[src/rtl/mem_arb_pkg.sv]
// Shared types and the grant decision for the fetch/data memory arbiter.
package mem_arb_pkg;

   localparam int WORD_W = 32;

   typedef enum logic [1:0] {
      IDLE  = 2'd0,
      I_ACC = 2'd1,
      D_ACC = 2'd2
   } arb_state_t;

   typedef struct packed {
      logic [WORD_W-1:0] addr;
      logic              we;
      logic              is_byte;
      logic              half_word;
      logic              sign_extend;
      logic [WORD_W-1:0] wdata;
   } acc_desc_t;

   // Data wins unless a waiting fetch has hit the starvation limit.
   function automatic arb_state_t arb_decide(input logic i_cand,
                                             input logic d_cand,
                                             input logic starve_full);
      logic force_i;
      force_i = i_cand & starve_full;
      if (d_cand && !force_i) begin
         arb_decide = D_ACC;
      end else if (i_cand) begin
         arb_decide = I_ACC;
      end else begin
         arb_decide = IDLE;
      end
   endfunction

endpackage

[src/rtl/mem_arbiter.sv]
// Single-port memory arbiter between the fetch port and the data port,
// with per-port stalls and a fetch starvation guard.
//
// state | meaning
// IDLE  | no access in flight, arbitrating every cycle
// I_ACC | fetch access on the memory, waiting for mem_ack
// D_ACC | data access on the memory, waiting for mem_ack
module mem_arbiter
   import mem_arb_pkg::*;
#(
   parameter int unsigned STARVE_LIMIT = 4
) (
   input  logic              clock,
   input  logic              reset,
   input  logic              i_req,
   input  logic [WORD_W-1:0] i_addr,
   output logic [WORD_W-1:0] i_data,
   output logic              i_valid,
   input  logic              d_req,
   input  logic              d_we,
   input  logic              d_byte,
   input  logic              d_half_word,
   input  logic              d_sign_extend,
   input  logic [WORD_W-1:0] d_addr,
   input  logic [WORD_W-1:0] d_wdata,
   output logic [WORD_W-1:0] d_rdata,
   output logic              d_valid,
   output logic              i_stall,
   output logic              d_stall,
   output logic              mem_req,
   output logic [WORD_W-1:0] mem_addr,
   output logic              mem_we,
   output logic              mem_byte,
   output logic              mem_half_word,
   output logic              mem_sign_extend,
   output logic [WORD_W-1:0] mem_wdata,
   input  logic [WORD_W-1:0] mem_rdata,
   input  logic              mem_ack
);

   localparam logic [3:0] LIMIT = 4'(STARVE_LIMIT);

   arb_state_t        state_q, state_d;
   acc_desc_t         desc_q, desc_d;
   logic [3:0]        starve_q, starve_d;
   logic [WORD_W-1:0] i_data_q, i_data_d;
   logic [WORD_W-1:0] d_rdata_q, d_rdata_d;
   logic              i_valid_q, i_valid_d;
   logic              d_valid_q, d_valid_d;

   logic i_eff, d_eff, acked, arb_en, i_cand, d_cand, grant_i, grant_d;

   always_comb begin
      i_eff    = i_req & ~i_valid_q;
      d_eff    = d_req & ~d_valid_q;
      acked    = mem_ack & (state_q != IDLE);
      arb_en   = (state_q == IDLE) | acked;
      // The port finishing this cycle steps aside so the other can follow with no bubble.
      i_cand   = i_eff & (state_q != I_ACC);
      d_cand   = d_eff & (state_q != D_ACC);

      state_d  = state_q;
      if (arb_en) begin
         state_d = arb_decide(i_cand, d_cand, starve_q == LIMIT);
      end
      grant_i  = arb_en & (state_d == I_ACC);
      grant_d  = arb_en & (state_d == D_ACC);

      desc_d   = desc_q;
      if (grant_d) begin
         desc_d.addr        = d_addr;
         desc_d.we          = d_we;
         desc_d.is_byte     = d_byte;
         desc_d.half_word   = d_half_word;
         desc_d.sign_extend = d_sign_extend;
         desc_d.wdata       = d_wdata;
      end else if (grant_i) begin
         desc_d             = '0;
         desc_d.addr        = i_addr;
      end

      starve_d = starve_q;
      if (!i_req || grant_i) begin
         starve_d = '0;
      end else if (grant_d && i_eff && (starve_q < LIMIT)) begin
         starve_d = starve_q + 4'd1;
      end

      i_valid_d = acked & (state_q == I_ACC);
      d_valid_d = acked & (state_q == D_ACC);
      i_data_d  = i_valid_d ? mem_rdata : i_data_q;
      d_rdata_d = (d_valid_d && !desc_q.we) ? mem_rdata : d_rdata_q;
   end

   always_ff @(posedge clock or negedge reset) begin
      if (!reset) begin
         state_q   <= IDLE;
         desc_q    <= '0;
         starve_q  <= '0;
         i_data_q  <= '0;
         d_rdata_q <= '0;
         i_valid_q <= 1'b0;
         d_valid_q <= 1'b0;
      end else begin
         state_q   <= state_d;
         desc_q    <= desc_d;
         starve_q  <= starve_d;
         i_data_q  <= i_data_d;
         d_rdata_q <= d_rdata_d;
         i_valid_q <= i_valid_d;
         d_valid_q <= d_valid_d;
      end
   end

   assign i_data          = i_data_q;
   assign i_valid         = i_valid_q;
   assign d_rdata         = d_rdata_q;
   assign d_valid         = d_valid_q;
   assign i_stall         = i_req & ~i_valid_q;
   assign d_stall         = d_req & ~d_valid_q;
   assign mem_req         = (state_q != IDLE);
   assign mem_addr        = desc_q.addr;
   assign mem_we          = desc_q.we;
   assign mem_byte        = desc_q.is_byte;
   assign mem_half_word   = desc_q.half_word;
   assign mem_sign_extend = desc_q.sign_extend;
   assign mem_wdata       = desc_q.wdata;

endmodule

[config.mk]
export PLATFORM = sky130hd
export DESIGN_NAME = mem_arbiter
export DESIGN_NICKNAME = d
export VERILOG_FILES = /design/src/rtl/mem_arb_pkg.sv /design/src/rtl/mem_arbiter.sv
export SDC_FILE = /design/constraint.sdc
export NUM_CORES = 1
export LEC_CHECK = 0
export BUFFER_PORTS_ARGS = -buffer_cell sky130_fd_sc_hd__buf_4
export CAP_MARGIN = 25
export CORE_MARGIN = 5
export CORE_UTILIZATION = 46
export CTS_CLUSTER_SIZE = 14
export DETAILED_ROUTE_END_ITERATION = 10
export PLACE_DENSITY_LB_ADDON = 0.25
export REMOVE_ABC_BUFFERS = 1
export SYNTH_ARGS = -nofsm -noshare
export SYNTH_HDL_FRONTEND = slang
export SYNTH_SLANG_ARGS = --single-unit
[constraint.sdc]
create_clock -name clock -period 1.78 [get_ports clock]
set_input_delay 0.089 -clock clock [delete_from_list [all_inputs] [get_ports clock]]
set_output_delay 0.089 -clock clock [all_outputs]
set_load 0.02 [all_outputs]
==> results.cfg <==
[run_status]
status = complete, no violations

[worst_setup_path]
r2r_slack_ps = 40
cp-start-kind = flip-flop
crit_path_end_kind = flip-flop
cp_max_fo = 32
worst-endpoint-required_ps = 2090
reg2reg_from = state_q[0]
path_class = reg2reg
r2r_end = mem_addr[19]
r2r.worst_path.cells = 5
cp.arrival_ps = 2050

[floorplan]
coreArea_sq_um = 12100
die_y_um = 122
die_w_um = 122
initial_core_util_pct = 47.4
ios = 274
die-area_sq_um = 14800
rows = 40

[job]
maxCapViolations = 0

[detailed_routing]
route.detailed.drc = 0
first_iter_violations = 580
drt_pass1_iterations = 7
routed_via_density = 5.46
routed_wl_um = 21500
wire_per_inst_um = 20.7
drtAntennaViolNets = 0
vias = 5679

[timing]
max_freq_ghz = 0.576
skew_ps = 8.73
slew_violations = 0
worst_slack_ps = 43.0
slew-limit-headroom_pct = 76.2
finalHoldViolCount = 0
fin_crit_ps = 1740
final-setup-viol-count = 0
tightest_slew_ps = 352
min_period_over_period_pct = 97.6

[power_and_ir_drop]
max-vdd-ir-drop_v = 0.00119
p_per_area_nw_per_um2 = 1780
p_leak_uw = 0.00473

[cts]
cts.path.max_buffers = 2
cts_made_buffers = 17
cts_tree = built
clockRootBuffer = clkbuf_16
clkLatencyLatePin_ps = 420
htree_levels = 4
clock_sinks = 140
clk_pin_slew_ps = 60

[finish]
final_common_cell = buf_4
syn2layout_area_growth_pct = 76.1
n_antenna_cell = 0
final_core_util_pct = 83.6
final_cell_mix = buf_4, dfrtp_1, dlygate4sd3_1
final_nets = 1001
drive_above_1_share_pct = 46.3
fillCellCount = 625

[grt]
grt_pass1_vias = 5985
grt_max_degree = 55
grt_pass1_wl_um = 32500
grtUsageTotal_pct = 28.3
antenna_found_initial = 0
grt_overflow = 0

[placed_design]
dp_hpwl_um = 12000
place_ws_ps = -6.31
port-buffer-count = 273
gp_congestion = 0.860

[synth]
async_reset_ff_share_pct = 100
yosys-top-cells-area = dfrtp_1, mux2_2, a22o_1
syn_area_sq_um = 5750
syn-mean-instance-area_sq_um = 12.7
ys_types = 40
yosysTopAreaCellShare_pct = 61.0
synth_seq_cells = 140
yosysTopAreaCell = dfrtp_1
synth-seq-area-share_pct = 61.0
yosysWarnings = 0
syn_inst = 451
synth_edf_count = 0
synthFlopType = dfrtp_1

[hold_path]
min_path_type = in2async
-- cells by family after synthesis --
family	after synthesis	share of synthesized area, %
AOI/OAI and AO/OA	141	16.0
xor gates and xnor gates	1	0.152
adders and majority gates	2	0.435
buffers and inverters	43	4.03
DFF	140	61.0
muxes	65	12.7
and+or+nand+nor	59	5.75
-- final cells by class --
cell class	count	area, sq um	share of cell area, %
Sequential cell	140	3500	34.6
Clock inverter	7	63.8	0.630
Multi-Input combinational cell	269	2060	20.4
Timing Repair Buffer	428	3760	37.2
Clock buffer	23	498	4.92
Tap cell	168	210	2.08
Inverter	6	22.5	0.222
-- worst max-delay path by stage --
| stage | start | end | slack [ps] | cells after the start |
|---|---|---|---|---|
| 2_1_floorplan | i_valid | mem_addr[0] | -720 | 4 |
| 3_3_place_gp | starve_q[0] | mem_wdata[1] | 70 | 6 |
| 3_5_place_dp | starve_q[0] | mem_wdata[20] | -6 | 6 |
| 4_1_cts | starve_q[0] | mem_wdata[0] | 7 | 6 |
| 5_1_grt | starve_q[1] | state_q[1] | -4 | 7 |
| 6_report | state_q[0] | mem_addr[19] | 40 | 5 |
-- stage by stage --
step / hold WS [ps] / instances / total power, uW / setup TNS, ps / cell area [sq um]
after global placement: 5.68 / 869 / 13800 / 0 / 8020
after CTS: 2.78 / 1034 / 17600 / 0 / 9940
final: 140 / 1041 / 18000 / 0 / 10100
after global routing: 175 / 1041 / 18800 / -3.74 / 10100
after floorplan: -207 / 414 / 10000 / -61330 / 5540
after detailed placement: 14.3 / 869 / 14000 / -14.9 / 8020
-- routing by layer --
metal	wire length, um	part of all wire (%)	up-vias	GRT usage, %
li1	-	-	2487	-
met1	7900	37	2748	33.0
met2	10800	50	365	47.6
met3	1900	8.8	79	8.59
met4	921	4.3	0	13.6
met5	0	0	-	0
-- cells in the mapped netlist (2+ instances only) --
library cell / instances
ha_1: 2
nor2_2: 3
buf_6: 3
o21ai_1: 5
buf_4: 6
and2_1: 2
a31oi_1: 33
a22o_1: 36
mux2_2: 62
nand3_1: 33
dfrtp_1: 140
o21ai_0: 29
nand2b_1: 2
a21oi_1: 32
buf_2: 19
mux2_1: 2
nor2b_1: 2
inv_1: 5
nand2_1: 3
nor2_1: 5
clkbuf_1: 8
-- power breakdown --
group          switching (uW)  total [uW]  leakage, uW  internal, uW
logic                    4780        8830      0.00275          4060
registers                1050        5810      0.00169          4760
clock network            1290        3370     0.000284          2080
-- state kept, by name, summed over array words and instances, names as in the netlist --
signal	flops
mem_wdata	32
mem_addr	32
mem_byte	1
d_valid	1
d_rdata	32
starve_q	4
mem_half_word	1
mem_sign_extend	1
mem_we	1
state_q	2
i_data	32
i_valid	1
-- critical path: stages (launching register included) --
cell	delay [ps]
dfrtp_1	450
and2_1	210
o21ai_4	290
buf_8	260
o21ai_0	160
a31oi_1	250
-- what timing repair did --
item / 4_1_cts / 5_1_grt
hold buffers: 134 / 1
gates cloned: 1 / 4
hold endpoints to repair: 273 / 2
pin swaps: 1 / 4
endpoints found under the setup margin: 6 / 105
resized for setup: 1 / 13
setup buffers: 0 / 2
Power figures use the tool's default switching activity.
